==> src/rtl/besthop_select.sv <==
// besthop_select
//   Upstream stage of the reward block. On start it walks the neighbour
//   Q-value table in node memory, picks the neighbour with the highest
//   (unsigned) Q-value and then fetches that neighbour's node ID. Ties keep
//   the lowest index. Memory reads are combinational: data_in reflects the
//   word at the registered address in the same cycle.
//
// Ports
//   clock        in   1   rising-edge clock
//   nrst         in   1   asynchronous active-low reset
//   en           in   1   arms the block while idle
//   start        in   1   begins a scan while armed
//   data_in      in   16  memory read data for the current address
//   address      out  16  registered memory word address
//   besthop      out  16  index of selected neighbour (16'hFFFF when none)
//   best_node_id out  16  node ID of selected neighbour
//   best_q       out  16  Q-value of selected neighbour
//   found        out  1   at least one neighbour scanned, results valid
//   done         out  1   scan complete; held until the next en is accepted

module besthop_select #(
    parameter logic [15:0] COUNT_ADDR = 16'h0006,
    parameter logic [15:0] NEIGH_BASE = 16'h0008,
    parameter logic [15:0] QVAL_BASE  = 16'h00C8,
    parameter int unsigned MAX_NEIGH  = 32
) (
    input  logic        clock,
    input  logic        nrst,
    input  logic        en,
    input  logic        start,
    input  logic [15:0] data_in,
    output logic [15:0] address,
    output logic [15:0] besthop,
    output logic [15:0] best_node_id,
    output logic [15:0] best_q,
    output logic        found,
    output logic        done
);

    typedef enum logic [2:0] {
        IDLE,
        ARMED,
        RD_CNT,
        RD_Q,
        RD_ID,
        DONE
    } state_t;

    localparam logic [15:0] MAX_CNT = 16'(MAX_NEIGH);

    state_t      state, state_d;
    logic [15:0] address_d, besthop_d, best_node_id_d, best_q_d;
    logic        found_d, done_d;
    logic [15:0] cnt, cnt_d;
    logic [15:0] idx, idx_d;

    logic [15:0] cnt_clamped;
    logic        take_q;
    logic [15:0] hop_upd;
    logic [15:0] idx_next;

    always_comb begin
        // NOTE: every signal assigned in this block gets a default first so
        // that no path leaves it unassigned and infers a latch.
        state_d        = state;
        address_d      = address;
        besthop_d      = besthop;
        best_node_id_d = best_node_id;
        best_q_d       = best_q;
        found_d        = found;
        done_d         = done;
        cnt_d          = cnt;
        idx_d          = idx;

        cnt_clamped = (data_in > MAX_CNT) ? MAX_CNT : data_in;
        // Index 0 always seeds the running best; later entries must be
        // strictly greater so the lowest index wins a tie.
        take_q      = (idx == 16'd0) || (data_in > best_q);
        hop_upd     = take_q ? idx : besthop;
        idx_next    = idx + 16'd1;

        unique case (state)
            IDLE: begin
                if (en) begin
                    state_d = ARMED;
                    done_d  = 1'b0;
                end
            end
            ARMED: begin
                if (start) begin
                    state_d   = RD_CNT;
                    address_d = COUNT_ADDR;
                end
            end
            RD_CNT: begin
                cnt_d = cnt_clamped;
                idx_d = 16'd0;
                if (cnt_clamped == 16'd0) begin
                    found_d   = 1'b0;
                    besthop_d = 16'hFFFF;
                    state_d   = DONE;
                end else begin
                    address_d = QVAL_BASE;
                    state_d   = RD_Q;
                end
            end
            RD_Q: begin
                if (take_q) begin
                    best_q_d  = data_in;
                    besthop_d = idx;
                end
                if (idx == cnt - 16'd1) begin
                    // Fetch the ID of the winner including this cycle's update.
                    address_d = NEIGH_BASE + (hop_upd << 1);
                    state_d   = RD_ID;
                end else begin
                    idx_d     = idx_next;
                    address_d = QVAL_BASE + (idx_next << 1);
                end
            end
            RD_ID: begin
                best_node_id_d = data_in;
                found_d        = 1'b1;
                state_d        = DONE;
            end
            DONE: begin
                done_d  = 1'b1;
                state_d = IDLE;
            end
            default: state_d = IDLE;
        endcase
    end

    always_ff @(posedge clock or negedge nrst) begin
        if (!nrst) begin
            state        <= IDLE;
            address      <= 16'h0000;
            besthop      <= 16'h0000;
            best_node_id <= 16'h0000;
            best_q       <= 16'h0000;
            found        <= 1'b0;
            done         <= 1'b0;
            cnt          <= 16'h0000;
            idx          <= 16'h0000;
        end else begin
            // NOTE: non-blocking assignments so every register updates from
            // the pre-edge values, independent of statement order.
            state        <= state_d;
            address      <= address_d;
            besthop      <= besthop_d;
            best_node_id <= best_node_id_d;
            best_q       <= best_q_d;
            found        <= found_d;
            done         <= done_d;
            cnt          <= cnt_d;
            idx          <= idx_d;
        end
    end

endmodule

==> config.mk <==
export PLATFORM = sky130hd
export DESIGN_NAME = besthop_select
export DESIGN_NICKNAME = d
export VERILOG_FILES = /design/src/rtl/besthop_select.sv
export SDC_FILE = /design/constraint.sdc
export NUM_CORES = 1
export LEC_CHECK = 0
export ABC_AREA = 1
export BUFFER_PORTS_ARGS = -buffer_cell sky130_fd_sc_hd__buf_2
export CORE_MARGIN = 2
export CORE_UTILIZATION = 35
export CTS_BUF_LIST = sky130_fd_sc_hd__clkbuf_8
export DETAILED_ROUTE_END_ITERATION = 10
export GPL_TIMING_DRIVEN = 0
export PLACE_DENSITY = 0.62
export SLEW_MARGIN = 10
export SYNTH_ARGS = -nofsm -noshare
export SYNTH_HDL_FRONTEND = slang
export SYNTH_SLANG_ARGS = --single-unit
==> constraint.sdc <==
create_clock -name clock -period 5.55 [get_ports clock]
set_input_delay 0.2775 -clock clock [delete_from_list [all_inputs] [get_ports clock]]
set_output_delay 0.2775 -clock clock [all_outputs]
set_load 0.02 [all_outputs]
==> flow_metrics.tcl <==
set metrics [dict create \
    status "completed" \
    antenna_found_initial 1 \
    pre_cts_ws_ns 2.29 \
    clk_path_buf_depth 2 \
    syn_nets 835 \
    ys_seq_area_frac 0.402 \
    timing.fmax_mhz 305 \
    wl_per_cell_um 14.9 \
    worstSetupStartpointType "flip-flop" \
    synth-main-ff-cell "dfrtp_1" \
    cts_buffers 9 \
    power_density_mw_per_mm2 471 \
    cp_max_fo 10 \
    grt_pass1_vias 5444 \
    synthToLayoutAreaGrowth_pct 14.8 \
    finalSetupViolCount 0 \
    cts.root.buffer_cell "clkbuf_8" \
    grt_pass1_wl_mm 27.3 \
    met1_usage 0.245 \
    rr_worst_depth 19 \
    finalClockSkew_ns 0.0198 \
    htreeDepth 3 \
    dr_total_vias 5510 \
    met3_usage 0.0548 \
    setup_ws_ns 2.27 \
    synth-edff-count 0 \
    arrival_ns 3.56 \
    drc_errors 0 \
    cts_sinks 100 \
    multiInputGateArea_mm2 0.00311 \
    initial_core_util 0.359 \
    netlist_instances 794 \
    regToRegSetupSlack_ns 2.27 \
    rsz0062_at_grt "no" \
    finalCriticalPeriod_ns 3.28 \
    relSlewSlack 0.578 \
    hpwlAfterDp_mm 13.1 \
    rows 48 \
    period_share 0.591 \
    grt_max_degree 58 \
    synth_top_area_cell "dfrtp_1" \
    ys_top_cells_by_area "dfrtp_1, nand2_1, inv_1" \
    r2r-start "best_q[15]" \
    grtUsageTotal 0.187 \
    dr.pass1.iters 6 \
    tns_ns 0 \
    async_flop_share 1.00 \
    core_region_area_mm2 0.0174 \
    drt_iter0_markers 381 \
    hp-start "data_in[9]" \
    antenna_cells 0 \
    cts_tree "built" \
    postCtsSetupBuffers 0 \
    synthesis.area_mm2 0.00622 \
    clk_latency_ns 0.40 \
    synth.distinct_cells 53 \
    synth_top_area_share 0.402 \
    p_leak_nw 3.69 \
    ant_nets 0 \
    worst_pin_slew_ns 0.628 \
    slew_violations 0 \
    met2_usage 0.301 \
    min_path_type "in -> reg" \
    cp-end-kind "flip-flop" \
    synth-seq-cells 100 \
    hold_viol_final 0 \
    clkTransAtPathRegs_ns 0.10 \
    final_nets 932 \
    yosys_warnings 0 \
    wl_mm 16.7 \
    num-fill-cells 1799 \
    r2r_end "address[15]" \
    crit_required_ns 5.83 \
    io_pins 86 \
    die_area_mm2 0.0189 \
    port_buffers 84 \
    drive_above_1_share 0.200 \
    worstHoldEndpoint "best_q[9]" \
    avgSynthCellArea_um2 7.84 \
    top_usage_layer "met2" \
    die_h_um 137 \
    drv_cap 0 \
    critPathKind "reg -> reg" \
    ir_drop_mv 0.275 \
    globalRoute.totalOverflow 0 \
    viasPerCell 4.92 \
    regArea_mm2 0.00250 \
    whs_path_depth 3 \
    place_congestion 0.889 \
    dieWidth_um 137 \
]
[critical path, cell delays in order, from the launching register on]
cell     delay (ns)
dfrtp_1        0.35
inv_1          0.05
ha_1           0.29
nand2_1        0.10
nor3_2         0.31
nand3_2        0.24
nand2_4        0.21
nand2_4        0.09
buf_12         0.16
nand2_1        0.06
o21ai_1        0.12
inv_1          0.12
ha_1           0.21
nand3_1        0.16
nor2_2         0.27
nand3_1        0.12
nand2_1        0.08
nand3_1        0.08
nand3_1        0.10
nand2_1        0.06
[per-stage QoR]
step | instance area, µm² | hold WS [ns] | std cells | power [mW] | util
5_1_grt | 7150 | 0.146 | 1121 | 3.64 | 0.412
6_report | 7150 | 0.117 | 1121 | 3.37 | 0.412
4_1_cts | 7150 | 0.103 | 1121 | 3.39 | 0.412
2_1_floorplan | 6220 | -0.0181 | 794 | 2.37 | -
3_3_place_gp | 6930 | 0.451 | 1103 | 2.90 | 0.399
3_5_place_dp | 6960 | 0.246 | 1104 | 2.93 | 0.401
[cell type report]
| class | instances | share of cell area |
|---|---|---|
| Timing Repair Buffer | 86 | 0.0649 |
| Inverter | 124 | 0.0663 |
| Sequential cell | 100 | 0.350 |
| Clock inverter | 6 | 0.00560 |
| Buffer | 21 | 0.0191 |
| Clock buffer | 10 | 0.0193 |
| Multi-Input combinational cell | 549 | 0.435 |
| Tap cell | 225 | 0.0394 |
[sequential cells by signal (all words and copies together), names as in the netlist]
signal,count
address,15
besthop,16
state,3
best_node_id,16
cnt,16
best_q,16
idx,16
done,1
found,1
[logic make-up after synthesis]
| group | count (synthesis) | synth area share |
|---|---|---|
| buffers and inverters | 145 | 0.0981 |
| XOR/XNOR | 39 | 0.0573 |
| AO/OA/AOI/OAI | 114 | 0.103 |
| adder cells (fa/ha/maj) | 21 | 0.0422 |
| other | 1 | 0.000602 |
| flip-flops | 100 | 0.402 |
| multiplexers | 2 | 0.00362 |
| AND/OR/NAND/NOR | 372 | 0.293 |
[how the worst max path moves through the flow]
stage                     start           to  slack (ns)  cells past startpoint
CTS                  best_q[15]  address[15]        2.32                     19
global route         best_q[15]  address[13]        2.05                     19
global placement    data_in[15]  address[15]        2.33                     19
floorplan            best_q[15]  address[13]        2.81                     19
detailed placement  data_in[15]  address[13]        2.29                     19
finish               best_q[15]  address[15]        2.27                     19
[report_power, final]
group / internal, mW / switching [mW] / leakage (nW)
sequential: 0.951 / 0.148 / 1.28
clock: 0.175 / 0.279 / 0.0861
combinational: 0.596 / 1.22 / 2.32
total: 1.72 / 1.65 / 3.69
[timing repair]
item,4_1_cts,5_1_grt
hold buffers,1,0
gates resized for setup,0,0
endpoints found under the hold margin,43,0
[cells in the mapped netlist, types with 3 or more instances]
cell / number
ha_1: 21
nor2_2: 12
dfrtp_1: 100
nand3_2: 3
nand2_4: 6
nand2_2: 15
nor3_1: 10
inv_2: 9
clkbuf_1: 11
or2_2: 3
nor2_1: 45
o21ai_0: 53
nor3_2: 5
buf_6: 4
o21bai_1: 5
a21oi_1: 12
xnor2_1: 6
inv_1: 112
nand3b_1: 4
xor2_1: 31
o22ai_1: 29
nand3_1: 53
o21ai_1: 6
nand4_1: 18
nand2_1: 183
[cells in the final DEF (no fill, tap or decap), types with 4 or more instances in the layout]
cell type | synthesis | routed
o21ai_0 | 53 | 53
xor2_1 | 31 | 31
nor2_2 | 12 | 12
xnor2_1 | 6 | 6
o22ai_1 | 29 | 29
inv_2 | 9 | 9
inv_1 | 112 | 113
dfrtp_1 | 100 | 100
buf_2 | 2 | 85
o21bai_1 | 5 | 5
nand2_2 | 15 | 15
nor3_1 | 10 | 10
nand3_1 | 53 | 53
nor2_1 | 45 | 45
nand2_4 | 6 | 6
nand2_1 | 183 | 183
ha_1 | 21 | 21
clkbuf_8 | 0 | 10
o21ai_1 | 6 | 6
nand4_1 | 18 | 18
a21oi_1 | 12 | 12
buf_6 | 4 | 5
nand3b_1 | 4 | 4
clkbuf_1 | 11 | 11
nor3_2 | 5 | 5
[layer usage]
metal  share of wire  wire length (µm)  vias to the layer above
met1            0.46              7640                     2572
met3           0.070              1160                       20
met2            0.46              7670                      143
li1                -                 -                     2775
met4           0.015               247                        0
met5               0                 0                        -
Note: power is estimated with default switching activity, not from simulation.
